==> src/rtl/mastermind_pkg.sv <==
// Shared constants, state encoding and slot helpers for the Mastermind guess scorer.
package mastermind_pkg;

    localparam int NUM_SLOTS   = 4;
    localparam int COLOR_W     = 3;
    localparam int MAX_GUESSES = 6;
    localparam int CNT_W       = 3;
    localparam int IDX_W       = 3;
    localparam int CODE_W      = NUM_SLOTS * COLOR_W;
    localparam int SLOT_IDX_W  = $clog2(NUM_SLOTS);
    localparam int STEP_W      = 2 * SLOT_IDX_W;

    localparam logic [COLOR_W-1:0]    COLOR_BLANK   = 3'd0;
    localparam logic [COLOR_W-1:0]    COLOR_INVALID = 3'd7;
    localparam logic [SLOT_IDX_W-1:0] SLOT_LAST     = SLOT_IDX_W'(NUM_SLOTS - 1);
    localparam logic [STEP_W-1:0]     STEP_LAST     = STEP_W'(NUM_SLOTS * NUM_SLOTS - 1);
    localparam logic [IDX_W-1:0]      GUESS_LIMIT   = IDX_W'(MAX_GUESSES);
    localparam logic [CNT_W-1:0]      WIN_COUNT     = CNT_W'(NUM_SLOTS);

    typedef enum logic [1:0] {
        ST_IDLE    = 2'd0,
        ST_EXACT   = 2'd1,
        ST_PARTIAL = 2'd2,
        ST_DONE    = 2'd3
    } state_t;

    function automatic logic [COLOR_W-1:0] slot_color(
        input logic [CODE_W-1:0]     code,
        input logic [SLOT_IDX_W-1:0] idx
    );
        return code[int'(idx) * COLOR_W +: COLOR_W];
    endfunction

    // Blank and invalid codes never score as a match.
    function automatic logic is_blank(input logic [COLOR_W-1:0] color);
        return (color == COLOR_BLANK) || (color == COLOR_INVALID);
    endfunction

endpackage

==> src/rtl/mastermind_fb_history.sv <==
// Per-guess feedback register file: one synchronous write port, one combinational read port.
module mastermind_fb_history
    import mastermind_pkg::*;
(
    input  logic             Clk,
    input  logic             Reset,
    input  logic             wr_en,
    input  logic [IDX_W-1:0] wr_idx,
    input  logic [CNT_W-1:0] wr_exact,
    input  logic [CNT_W-1:0] wr_partial,
    input  logic [IDX_W-1:0] rd_idx,
    output logic [CNT_W-1:0] rd_exact,
    output logic [CNT_W-1:0] rd_partial,
    output logic             rd_valid
);

    logic [CNT_W-1:0]       exact_mem_r   [MAX_GUESSES];
    logic [CNT_W-1:0]       partial_mem_r [MAX_GUESSES];
    logic [MAX_GUESSES-1:0] valid_r;

    // Row storage; out-of-range write indices are dropped.
    always_ff @(posedge Clk) begin
        if (Reset) begin
            for (int k = 0; k < MAX_GUESSES; k++) begin
                exact_mem_r[k]   <= '0;
                partial_mem_r[k] <= '0;
            end
            valid_r <= '0;
        end else if (wr_en && (wr_idx < GUESS_LIMIT)) begin
            exact_mem_r[wr_idx]   <= wr_exact;
            partial_mem_r[wr_idx] <= wr_partial;
            valid_r[wr_idx]       <= 1'b1;
        end
    end

    // Read mux; rows past the history depth read back as empty.
    always_comb begin
        rd_exact   = '0;
        rd_partial = '0;
        rd_valid   = 1'b0;
        if (rd_idx < GUESS_LIMIT) begin
            rd_exact   = exact_mem_r[rd_idx];
            rd_partial = partial_mem_r[rd_idx];
            rd_valid   = valid_r[rd_idx];
        end else begin
            rd_exact   = '0;
            rd_partial = '0;
            rd_valid   = 1'b0;
        end
    end

endmodule

==> src/rtl/mastermind_scorer.sv <==
// Iterative Mastermind scorer: one slot comparison per cycle, exact pass then partial pass,
// with the result reported on a done pulse and logged into a feedback history.
module mastermind_scorer
    import mastermind_pkg::*;
(
    input  logic              Clk,
    input  logic              Reset,
    input  logic              start,
    input  logic [CODE_W-1:0] guess,
    input  logic [CODE_W-1:0] answer,
    input  logic [IDX_W-1:0]  guess_num,
    output logic              busy,
    output logic              done,
    output logic [CNT_W-1:0]  exact_cnt,
    output logic [CNT_W-1:0]  partial_cnt,
    output logic              win,
    input  logic [IDX_W-1:0]  rd_idx,
    output logic [CNT_W-1:0]  rd_exact,
    output logic [CNT_W-1:0]  rd_partial,
    output logic              rd_valid
);

    state_t                  state_r;
    logic [CODE_W-1:0]       guess_r;
    logic [CODE_W-1:0]       answer_r;
    logic [IDX_W-1:0]        guess_num_r;
    logic [NUM_SLOTS-1:0]    used_g_r;
    logic [NUM_SLOTS-1:0]    used_a_r;
    logic [CNT_W-1:0]        exact_r;
    logic [CNT_W-1:0]        partial_r;
    logic [STEP_W-1:0]       step_r;

    logic [SLOT_IDX_W-1:0]   slot_i_s;
    logic [SLOT_IDX_W-1:0]   slot_j_s;
    logic [COLOR_W-1:0]      g_col_s;
    logic [COLOR_W-1:0]      a_col_s;
    logic                    colour_match_s;
    logic                    exact_hit_s;
    logic                    partial_hit_s;
    logic                    last_step_s;
    logic [CNT_W-1:0]        partial_next_s;
    logic                    hist_we_s;

    // Slot selection and match decode for the comparison made this cycle.
    always_comb begin
        slot_j_s = step_r[SLOT_IDX_W-1:0];
        if (state_r == ST_PARTIAL) begin
            slot_i_s = step_r[STEP_W-1:SLOT_IDX_W];
        end else begin
            slot_i_s = step_r[SLOT_IDX_W-1:0];
        end
        g_col_s        = slot_color(guess_r, slot_i_s);
        a_col_s        = slot_color(answer_r, slot_j_s);
        colour_match_s = (g_col_s == a_col_s) && !is_blank(g_col_s);
        exact_hit_s    = 1'b0;
        partial_hit_s  = 1'b0;
        last_step_s    = 1'b0;
        case (state_r)
            ST_EXACT: begin
                exact_hit_s = colour_match_s;
                last_step_s = (slot_j_s == SLOT_LAST);
            end
            ST_PARTIAL: begin
                partial_hit_s = colour_match_s && !used_g_r[slot_i_s] && !used_a_r[slot_j_s];
                last_step_s   = (step_r == STEP_LAST);
            end
            default: begin
                exact_hit_s   = 1'b0;
                partial_hit_s = 1'b0;
                last_step_s   = 1'b0;
            end
        endcase
        partial_next_s = partial_r + {{(CNT_W-1){1'b0}}, partial_hit_s};
        hist_we_s      = (state_r == ST_PARTIAL) && last_step_s && (guess_num_r < GUESS_LIMIT);
    end

    // Scoring FSM; the result registers load on the final partial step so they are
    // visible during the DONE cycle alongside the done pulse.
    always_ff @(posedge Clk) begin
        if (Reset) begin
            state_r     <= ST_IDLE;
            guess_r     <= '0;
            answer_r    <= '0;
            guess_num_r <= '0;
            used_g_r    <= '0;
            used_a_r    <= '0;
            exact_r     <= '0;
            partial_r   <= '0;
            step_r      <= '0;
            busy        <= 1'b0;
            done        <= 1'b0;
            win         <= 1'b0;
            exact_cnt   <= '0;
            partial_cnt <= '0;
        end else begin
            case (state_r)
                ST_IDLE: begin
                    done <= 1'b0;
                    if (start) begin
                        guess_r     <= guess;
                        answer_r    <= answer;
                        guess_num_r <= guess_num;
                        used_g_r    <= '0;
                        used_a_r    <= '0;
                        exact_r     <= '0;
                        partial_r   <= '0;
                        step_r      <= '0;
                        busy        <= 1'b1;
                        state_r     <= ST_EXACT;
                    end
                end
                ST_EXACT: begin
                    if (exact_hit_s) begin
                        exact_r            <= exact_r + CNT_W'(1);
                        used_g_r[slot_i_s] <= 1'b1;
                        used_a_r[slot_j_s] <= 1'b1;
                    end
                    if (last_step_s) begin
                        step_r  <= '0;
                        state_r <= ST_PARTIAL;
                    end else begin
                        step_r  <= step_r + STEP_W'(1);
                    end
                end
                ST_PARTIAL: begin
                    if (partial_hit_s) begin
                        partial_r          <= partial_next_s;
                        used_g_r[slot_i_s] <= 1'b1;
                        used_a_r[slot_j_s] <= 1'b1;
                    end
                    if (last_step_s) begin
                        exact_cnt   <= exact_r;
                        partial_cnt <= partial_next_s;
                        done        <= 1'b1;
                        if (exact_r == WIN_COUNT) begin
                            win <= 1'b1;
                        end
                        step_r  <= '0;
                        state_r <= ST_DONE;
                    end else begin
                        step_r  <= step_r + STEP_W'(1);
                    end
                end
                ST_DONE: begin
                    done    <= 1'b0;
                    busy    <= 1'b0;
                    state_r <= ST_IDLE;
                end
                default: begin
                    done    <= 1'b0;
                    busy    <= 1'b0;
                    state_r <= ST_IDLE;
                end
            endcase
        end
    end

    mastermind_fb_history u_history (
        .Clk        (Clk),
        .Reset      (Reset),
        .wr_en      (hist_we_s),
        .wr_idx     (guess_num_r),
        .wr_exact   (exact_r),
        .wr_partial (partial_next_s),
        .rd_idx     (rd_idx),
        .rd_exact   (rd_exact),
        .rd_partial (rd_partial),
        .rd_valid   (rd_valid)
    );

endmodule

==> config.mk <==
export PLATFORM = sky130hd
export DESIGN_NAME = mastermind_scorer
export DESIGN_NICKNAME = d
export VERILOG_FILES = /design/src/rtl/mastermind_pkg.sv /design/src/rtl/mastermind_fb_history.sv /design/src/rtl/mastermind_scorer.sv
export SDC_FILE = /design/constraint.sdc
export NUM_CORES = 1
export LEC_CHECK = 0
export CAP_MARGIN = 20
export CORE_ASPECT_RATIO = 1.25
export CORE_MARGIN = 2
export CORE_UTILIZATION = 40
export CTS_CLUSTER_DIAMETER = 200
export DETAILED_ROUTE_END_ITERATION = 12
export GPL_TIMING_DRIVEN = 0
export HOLD_SLACK_MARGIN = 0.1
export PLACE_DENSITY = 0.65
export SLEW_MARGIN = 15
export SYNTH_ARGS = -nofsm -noshare
export SYNTH_HDL_FRONTEND = slang
export SYNTH_HIERARCHICAL = 1
export SYNTH_SLANG_ARGS = --single-unit
==> constraint.sdc <==
create_clock -name Clk -period 7.2 [get_ports Clk]
set_input_delay 0.72 -clock Clk [delete_from_list [all_inputs] [get_ports Clk]]
set_output_delay 0.72 -clock Clk [all_outputs]
set_load 0.02 [all_outputs]
==> results.yml, run 1 <==
setup_path:
  cp_num_buf_inv: 2
  critPathKind: "reg -> reg"
  worst_setup_path_end_kind: "register"
  reg2reg_to: "u_history/partial_mem_r[4][2]$_SDFFCE_PN0P_"
  rrSetupSlack_ns: 2.69
  worst_path_largest_cell_delay_ns: 0.62
  path_cells: "inv_1 -> ha_1 -> mux2i_2 -> mux4_2 -> nor4bb_1 -> o21ai_1 -> a21oi_4 -> buf_6 -> and2_1 -> ha_1 -> ha_1 -> xor2_1 -> o2111ai_1 -> nor2_1"
  cpMaxStageDelayCell: "mux4_2"
  crit_required_ns: 7.39
  worstPathMaxFanout: 10
  crit_family: "multiplexers"
  path_common_cell: "ha_1"
  reg2regPathDepth: 14
  r2r-start: "state_r[0]$_SDFFE_PP0P_"
  worstSetupStartpointType: "register"
  crit_arrival_ns: 4.70
synthesis:
  yosys_warnings: 6
  yosysUniqueCellTypes: 55
  synth_top_area_cell: "dfxtp_1"
  ys_async_sr_fraction_pct: 0
  avgSynthCellArea_um2: 9.58
  synth_seq_cells: 98
  synth_area_um2: 4740
  synthFlopType: "dfxtp_1"
  synth_fp_nets: 542
  synth_area_leaders: "dfxtp_1 (26%), edfxtp_1 (23%), nand2_1 (6.3%)"
  yosysSeqAreaShare_pct: 49.0
  synth_edf_count: 36
  syn_inst: 495
  synth_top_area_share_pct: 26.2
timing:
  fin_tns_setup_ns: 0
  finalHoldViolCount: 0
  worst_pin_slew_ns: 0.903
  period_minus_slack_ns: 4.51
  setup_viol: 0
  final.setup_skew_ns: 0.00680
  setup_slack_ns: 2.69
  post-route-period-util_pct: 62.7
  slew_viol_final: 0
  fmax_mhz: 222
  timing.slew.headroom_pct: 39.2
  rsz0062_at_grt: "no"
power_and_ir_drop:
  p_leak_nw: 2.07
  p_per_area_nw_per_um2: 281
  ir_drop_v: 0.000141
clock_tree:
  numClockSinks: 98
  cts_tree: "yes"
  postCtsSetupBuffers: 0
  numCtsBuffers: 9
  clk_pin_slew_ns: 0.07
  cts_resized: 0
  htree_num_levels: 3
  clk_path_buf_depth: 2
  cts_hold_buf: 0
  clock_latency_ns: 0.35
  clock_tree.root_cell: "clkbuf_16"
min_path:
  holdPathStages: 2
  whs_endpoint: "answer_r[8]$_SDFFE_PP0P_"
  holdCritStartpoint: "answer_r[8]$_SDFFE_PP0P_"
  min-delay-path-class: "reg -> reg"
detailed_routing:
  routed-wl-met3_um: 340
  drc_errors: 0
  drtIter0Drc: 155
  highest_layer: "met4"
  wl_met1_mm: 4.42
  routed_wirelength_mm: 10.7
  routed-wl-met2_mm: 5.79
  via_per_inst: 5.13
  detail-route-antenna-nets: 0
  num_vias: 3679
  firstDrtPassIters: 4
  drt-wirelength-per-cell_um: 15.0
global_route:
  grt_use_total_pct: 17.8
  grt_pass1_wl_mm: 17.5
  grt_pass1_vias: 3632
  grt_max_degree: 19
  antenna_found_initial: 0
  grt.overflow.total: 0
layout:
  drive_gt1_share_pct: 8.45
  multi_input_area_um2: 2150
  diodes: 0
  nets: 598
  instances_no_fill: 717
  n_fill_cell: 1120
  area_growth_pct: 19.7
  seqCellArea_um2: 2320
place:
  io_buffers: 45
  post-place-ws_ns: 2.69
  routabilityCongestion: 0.828
  dpl.hpwl_mm: 8.19
  dp_cells: 701
floorplan:
  die_width_um: 101
  core_region_area_um2: 11600
  start_util_pct: 40.8
  num_io_pins: 49
  chipHeight_um: 126
  die-area_um2: 12800
  fp-row-count: 44
run_status:
  status: "finished clean"
run:
  cap_viol_max_count: 0
==> layer usage <==
layer | global-route usage (%) | up-vias
li1 | - | 1867
met1 | 19.7 | 1729
met2 | 32.3 | 68
met3 | 2.66 | 15
met4 | 8.90 | 0
met5 | 0 | -
==> worst register-to-register path, stage by stage, from the launching register on <==
cell and delay (ns):
dfxtp_1 0.35, inv_1 0.14, ha_1 0.27, mux2i_2 0.58
mux4_2 0.62, nor4bb_1 0.41, o21ai_1 0.25, a21oi_4 0.28
buf_6 0.17, and2_1 0.13, ha_1 0.14, ha_1 0.20
xor2_1 0.22, o2111ai_1 0.36, nor2_1 0.23
==> cells in the mapped netlist, types with 2 or more instances <==
cell       instances
o21ai_0           16
xor2_1             2
nand2b_1           5
o21ai_1            3
buf_6              5
dfxtp_1           62
nor2_1            54
and2_1             3
or3_1              2
edfxtp_1          36
nor4bb_1           3
nor2b_1            4
inv_1             26
nor3_1             4
ha_1              14
buf_2              6
nand3_1           14
a31oi_1           15
mux4_1             2
nand3b_1           3
mux2i_1           20
mux2_2             2
nand4_1            5
buf_1              2
clkbuf_1          18
mux4_2             7
nand2_1           79
nand4b_1           4
o32a_1             2
o32a_2             3
xnor2_1            2
o2111ai_1          6
a21oi_1           43
mux2i_2            2
==> state kept, by name, indices dropped and copies added, names as in the netlist, 4 cells and up <==
| signal | cells |
|---|---|
| u_history/exact_mem_r | 18 |
| u_history/partial_mem_r | 18 |
| answer_r | 12 |
| guess_r | 12 |
| u_history/valid_r | 6 |
| step_r | 4 |
| used_a_r | 4 |
| used_g_r | 4 |
==> power by group <==
part	switching [mW]	total, mW	internal, mW
clock	0.223	0.463	0.240
sequential	0.0336	0.661	0.628
combinational	0.290	0.474	0.184
total	0.546	1.60	1.05
==> final cells by class <==
class / count / area share (%)
flip-flops and latches: 98 / 40.9
multi-input cells: 338 / 37.9
repair buffers: 45 / 7.93
clock buffers: 9 / 3.97
well taps: 161 / 3.55
plain buffers: 32 / 2.97
inverters: 27 / 1.78
clock inverters: 7 / 1.01
==> worst max-delay path by stage <==
stage / from / to / slack (ns) / cells after the start
2_1_floorplan: state_r[0]$_SDFFE_PP0P_ / u_history/partial_mem_r[1][2]$_SDFFCE_PN0P_ / 3.40 / 14
3_3_place_gp: state_r[0]$_SDFFE_PP0P_ / u_history/partial_mem_r[2][2]$_SDFFCE_PN0P_ / 2.84 / 14
3_5_place_dp: state_r[0]$_SDFFE_PP0P_ / u_history/partial_mem_r[4][2]$_SDFFCE_PN0P_ / 2.69 / 14
4_1_cts: state_r[0]$_SDFFE_PP0P_ / u_history/partial_mem_r[4][2]$_SDFFCE_PN0P_ / 2.66 / 14
5_1_grt: state_r[0]$_SDFFE_PP0P_ / u_history/partial_mem_r[1][2]$_SDFFCE_PN0P_ / 2.41 / 14
6_report: state_r[0]$_SDFFE_PP0P_ / u_history/partial_mem_r[4][2]$_SDFFCE_PN0P_ / 2.69 / 14
==> metrics by stage <==
step	cell area, µm²	utilization, %	total power [mW]	hold WS, ns
final	5680	48.9	1.60	0.455
after global routing	5680	48.9	1.70	0.476
after CTS	5680	48.9	1.61	0.459
after detailed placement	5400	46.4	1.15	0.449
after global placement	5400	46.4	1.13	0.439
after floorplan	4740	-	1.02	0.432
==> cell usage in the layout (no fill, tap or decap), drive strengths merged, types with 3 or more instances in the layout <==
cell	instances
ha	14
edfxtp	36
clkbuf	27
a21oi	44
nand3	15
buf	14
inv	31
a31oi	15
nand3b	3
clkdlybuf4s50	45
mux4	9
nand4b	4
nor3	4
nor2b	5
nor2	54
o21ai	19
nand2	79
dfxtp	62
nand4	5
mux2i	22
o2111ai	6
nand2b	5
and2	3
nor4bb	3
clkinv	3
o32a	5
==> cells by family (layout without fill, tap and decap cells) <==
kind of cell	count (synthesis)	after routing	share of synthesized area, %
buffers and inverters	59	120	5.70
and+or+nand+nor	190	190	18.7
xor gates and xnor gates	4	4	0.739
DFF	98	98	49.0
AOI/OAI and AO/OA	97	97	12.5
muxes	33	33	9.71
adders and majority gates	14	14	3.69
(Power assumes the default switching activity.)
==> inputs of run 2 (changes only) <==
==> constraint.sdc (replaced) <==
create_clock -name Clk -period 4.3 [get_ports Clk]
set_input_delay 0.43 -clock Clk [delete_from_list [all_inputs] [get_ports Clk]]
set_output_delay 0.43 -clock Clk [all_outputs]
set_load 0.02 [all_outputs]
==> results.yml, run 2 (synthesis results as in run 1) <==
timing:
  setup_slack_ns: 0.217
  setup_viol: 0
  rsz0062_at_grt: "no"
  final.setup_skew_ns: 0.00848
  fin_tns_setup_ns: 0
  slew_viol_final: 0
  post-route-period-util_pct: 95.0
  worst_pin_slew_ns: 0.904
  timing.slew.headroom_pct: 39.1
  finalHoldViolCount: 0
  fmax_mhz: 245
  period_minus_slack_ns: 4.08
place:
  routabilityCongestion: 0.828
  dpl.hpwl_mm: 8.19
  io_buffers: 45
  post-place-ws_ns: -0.209
floorplan:
  die-area_um2: 12800
  die_width_um: 101
  chipHeight_um: 126
  start_util_pct: 40.8
  core_region_area_um2: 11600
  fp-row-count: 44
  num_io_pins: 49
clock_tree:
  cts_hold_buf: 0
  clock_latency_ns: 0.35
  numClockSinks: 98
  clk_pin_slew_ns: 0.07
  numCtsBuffers: 9
  htree_num_levels: 3
  clk_path_buf_depth: 2
  clock_tree.root_cell: "clkbuf_16"
  cts_tree: "yes"
power_and_ir_drop:
  clock_power_share_pct: 28.6
  intPower_mw: 1.78
  p_sw_uw: 929
  p_per_area_nw_per_um2: 472
  ir_drop_v: 0.000233
  power_frac_comb_pct: 30.6
  p_leak_nw: 2.09
  power_mw: 2.71
  swShare_pct: 34.3
  seqPwrFrac_pct: 40.8
detailed_routing:
  drt-wirelength-per-cell_um: 15.0
  detail-route-antenna-nets: 0
  num_vias: 3703
  drtIter0Drc: 150
  firstDrtPassIters: 4
  routed_wirelength_mm: 10.8
  drc_errors: 0
  via_per_inst: 5.14
layout:
  drive_gt1_share_pct: 9.82
  largestRegisters: "u_history/exact_mem_r x18, u_history/partial_mem_r x18"
  diodes: 0
  final_cell_mix: "nand2_1 (79), dfxtp_1 (62), nor2_1 (54), clkdlybuf4s50_1 (45), a21oi_1 (43)"
  n_fill_cell: 1115
  layout.cells.most_common: "nand2_1"
  finish.utilization_pct: 49.5
  nets: 602
  area_growth_pct: 21.2
global_route:
  antenna_found_initial: 0
  grt_use_total_pct: 17.9
  grt_pass1_wl_mm: 17.6
  grt.overflow.total: 0
  grt_max_degree: 19
  grt_pass1_vias: 3642
min_path:
  min-delay-path-class: "reg -> reg"
  whs_endpoint: "answer_r[8]$_SDFFE_PP0P_"
  holdCritStartpoint: "answer_r[8]$_SDFFE_PP0P_"
  holdPathStages: 2
setup_path:
  crit_required_ns: 4.49
  worstSetupStartpointType: "register"
  reg2regPathDepth: 14
  crit_arrival_ns: 4.28
  cpMaxStageDelayCell: "mux4_2"
  critPathKind: "reg -> reg"
  path_common_cell: "ha_1"
  reg2reg_to: "u_history/partial_mem_r[4][2]$_SDFFCE_PN0P_"
  worstPathMaxFanout: 10
  cp_num_buf_inv: 2
  rrSetupSlack_ns: 0.22
  crit_family: "simple AND/OR/NAND/NOR gates"
  path_cells: "inv_1 -> ha_2 -> mux2i_4 -> mux4_2 -> or4b_1 -> nor2b_4 -> a21oi_4 -> buf_6 -> and2_1 -> ha_1 -> ha_1 -> xor2_1 -> o2111ai_2 -> nor2_1"
  crit_start: "state_r[0]$_SDFFE_PP0P_"
  worst_setup_path_end_kind: "register"
  r2r-start: "state_r[0]$_SDFFE_PP0P_"
  worst_path_largest_cell_delay_ns: 0.58
run_status:
  status: "finished clean"
run:
  cap_viol_max_count: 0
## run 2: timing repair
action / CTS / global route
resized for setup: 3 / 3
setup endpoints to repair: 6 / 5
setup buffers: 4 / 0
## run 2: worst min-delay path, stage by stage, from the launching register on
cell	delay, ns
dfxtp_1	0.31
nand2_1	0.05
a21oi_1	0.05
## run 2: final cells by class
type	count	area, µm²	area share (%)
inverters	27	101	1.76
clock inverters	7	57.6	1.00
clock buffers	9	225	3.92
well taps	161	201	3.51
flip-flops and latches	98	2320	40.4
plain buffers	32	169	2.94
repair buffers	49	480	8.36
multi-input cells	338	2190	38.1
## run 2: power groups by stage
stage	Sequential, mW	Combinational [mW]	Clock (mW)
after floorplan	1.11	0.598	0
after global placement	1.12	0.775	0
after detailed placement	1.13	0.795	0
after CTS	1.11	0.822	0.793
after global routing	1.12	0.926	0.834
final	1.11	0.829	0.774
## run 2: worst max-delay path by stage
stage	cells after the start	to	slack [ns]
floorplan	14	u_history/partial_mem_r[1][2]$_SDFFCE_PN0P_	0.50
global placement	14	u_history/partial_mem_r[2][2]$_SDFFCE_PN0P_	-0.06
detailed placement	14	u_history/partial_mem_r[4][2]$_SDFFCE_PN0P_	-0.21
CTS	14	u_history/partial_mem_r[4][2]$_SDFFCE_PN0P_	0.11
global route	14	u_history/partial_mem_r[1][2]$_SDFFCE_PN0P_	0.02
finish	14	u_history/partial_mem_r[4][2]$_SDFFCE_PN0P_	0.22
## run 2: metrics by stage
| stage | instances | hold WS (ns) | instance area [µm²] |
|---|---|---|---|
| floorplan | 495 | 0.432 | 4740 |
| global placement | 701 | 0.439 | 5400 |
| detailed placement | 701 | 0.449 | 5400 |
| CTS | 721 | 0.459 | 5730 |
| global route | 721 | 0.476 | 5750 |
| finish | 721 | 0.455 | 5750 |
## run 2: routing by layer
| layer | track usage, % | wire [µm] | share of wire, % | up-vias |
|---|---|---|---|---|
| li1 | - | - | - | 1863 |
| met1 | 19.8 | 4340 | 40 | 1748 |
| met2 | 32.8 | 5940 | 55 | 82 |
| met3 | 2.66 | 394 | 3.6 | 10 |
| met4 | 8.59 | 121 | 1.1 | 0 |
| met5 | 0 | 0 | 0 | - |
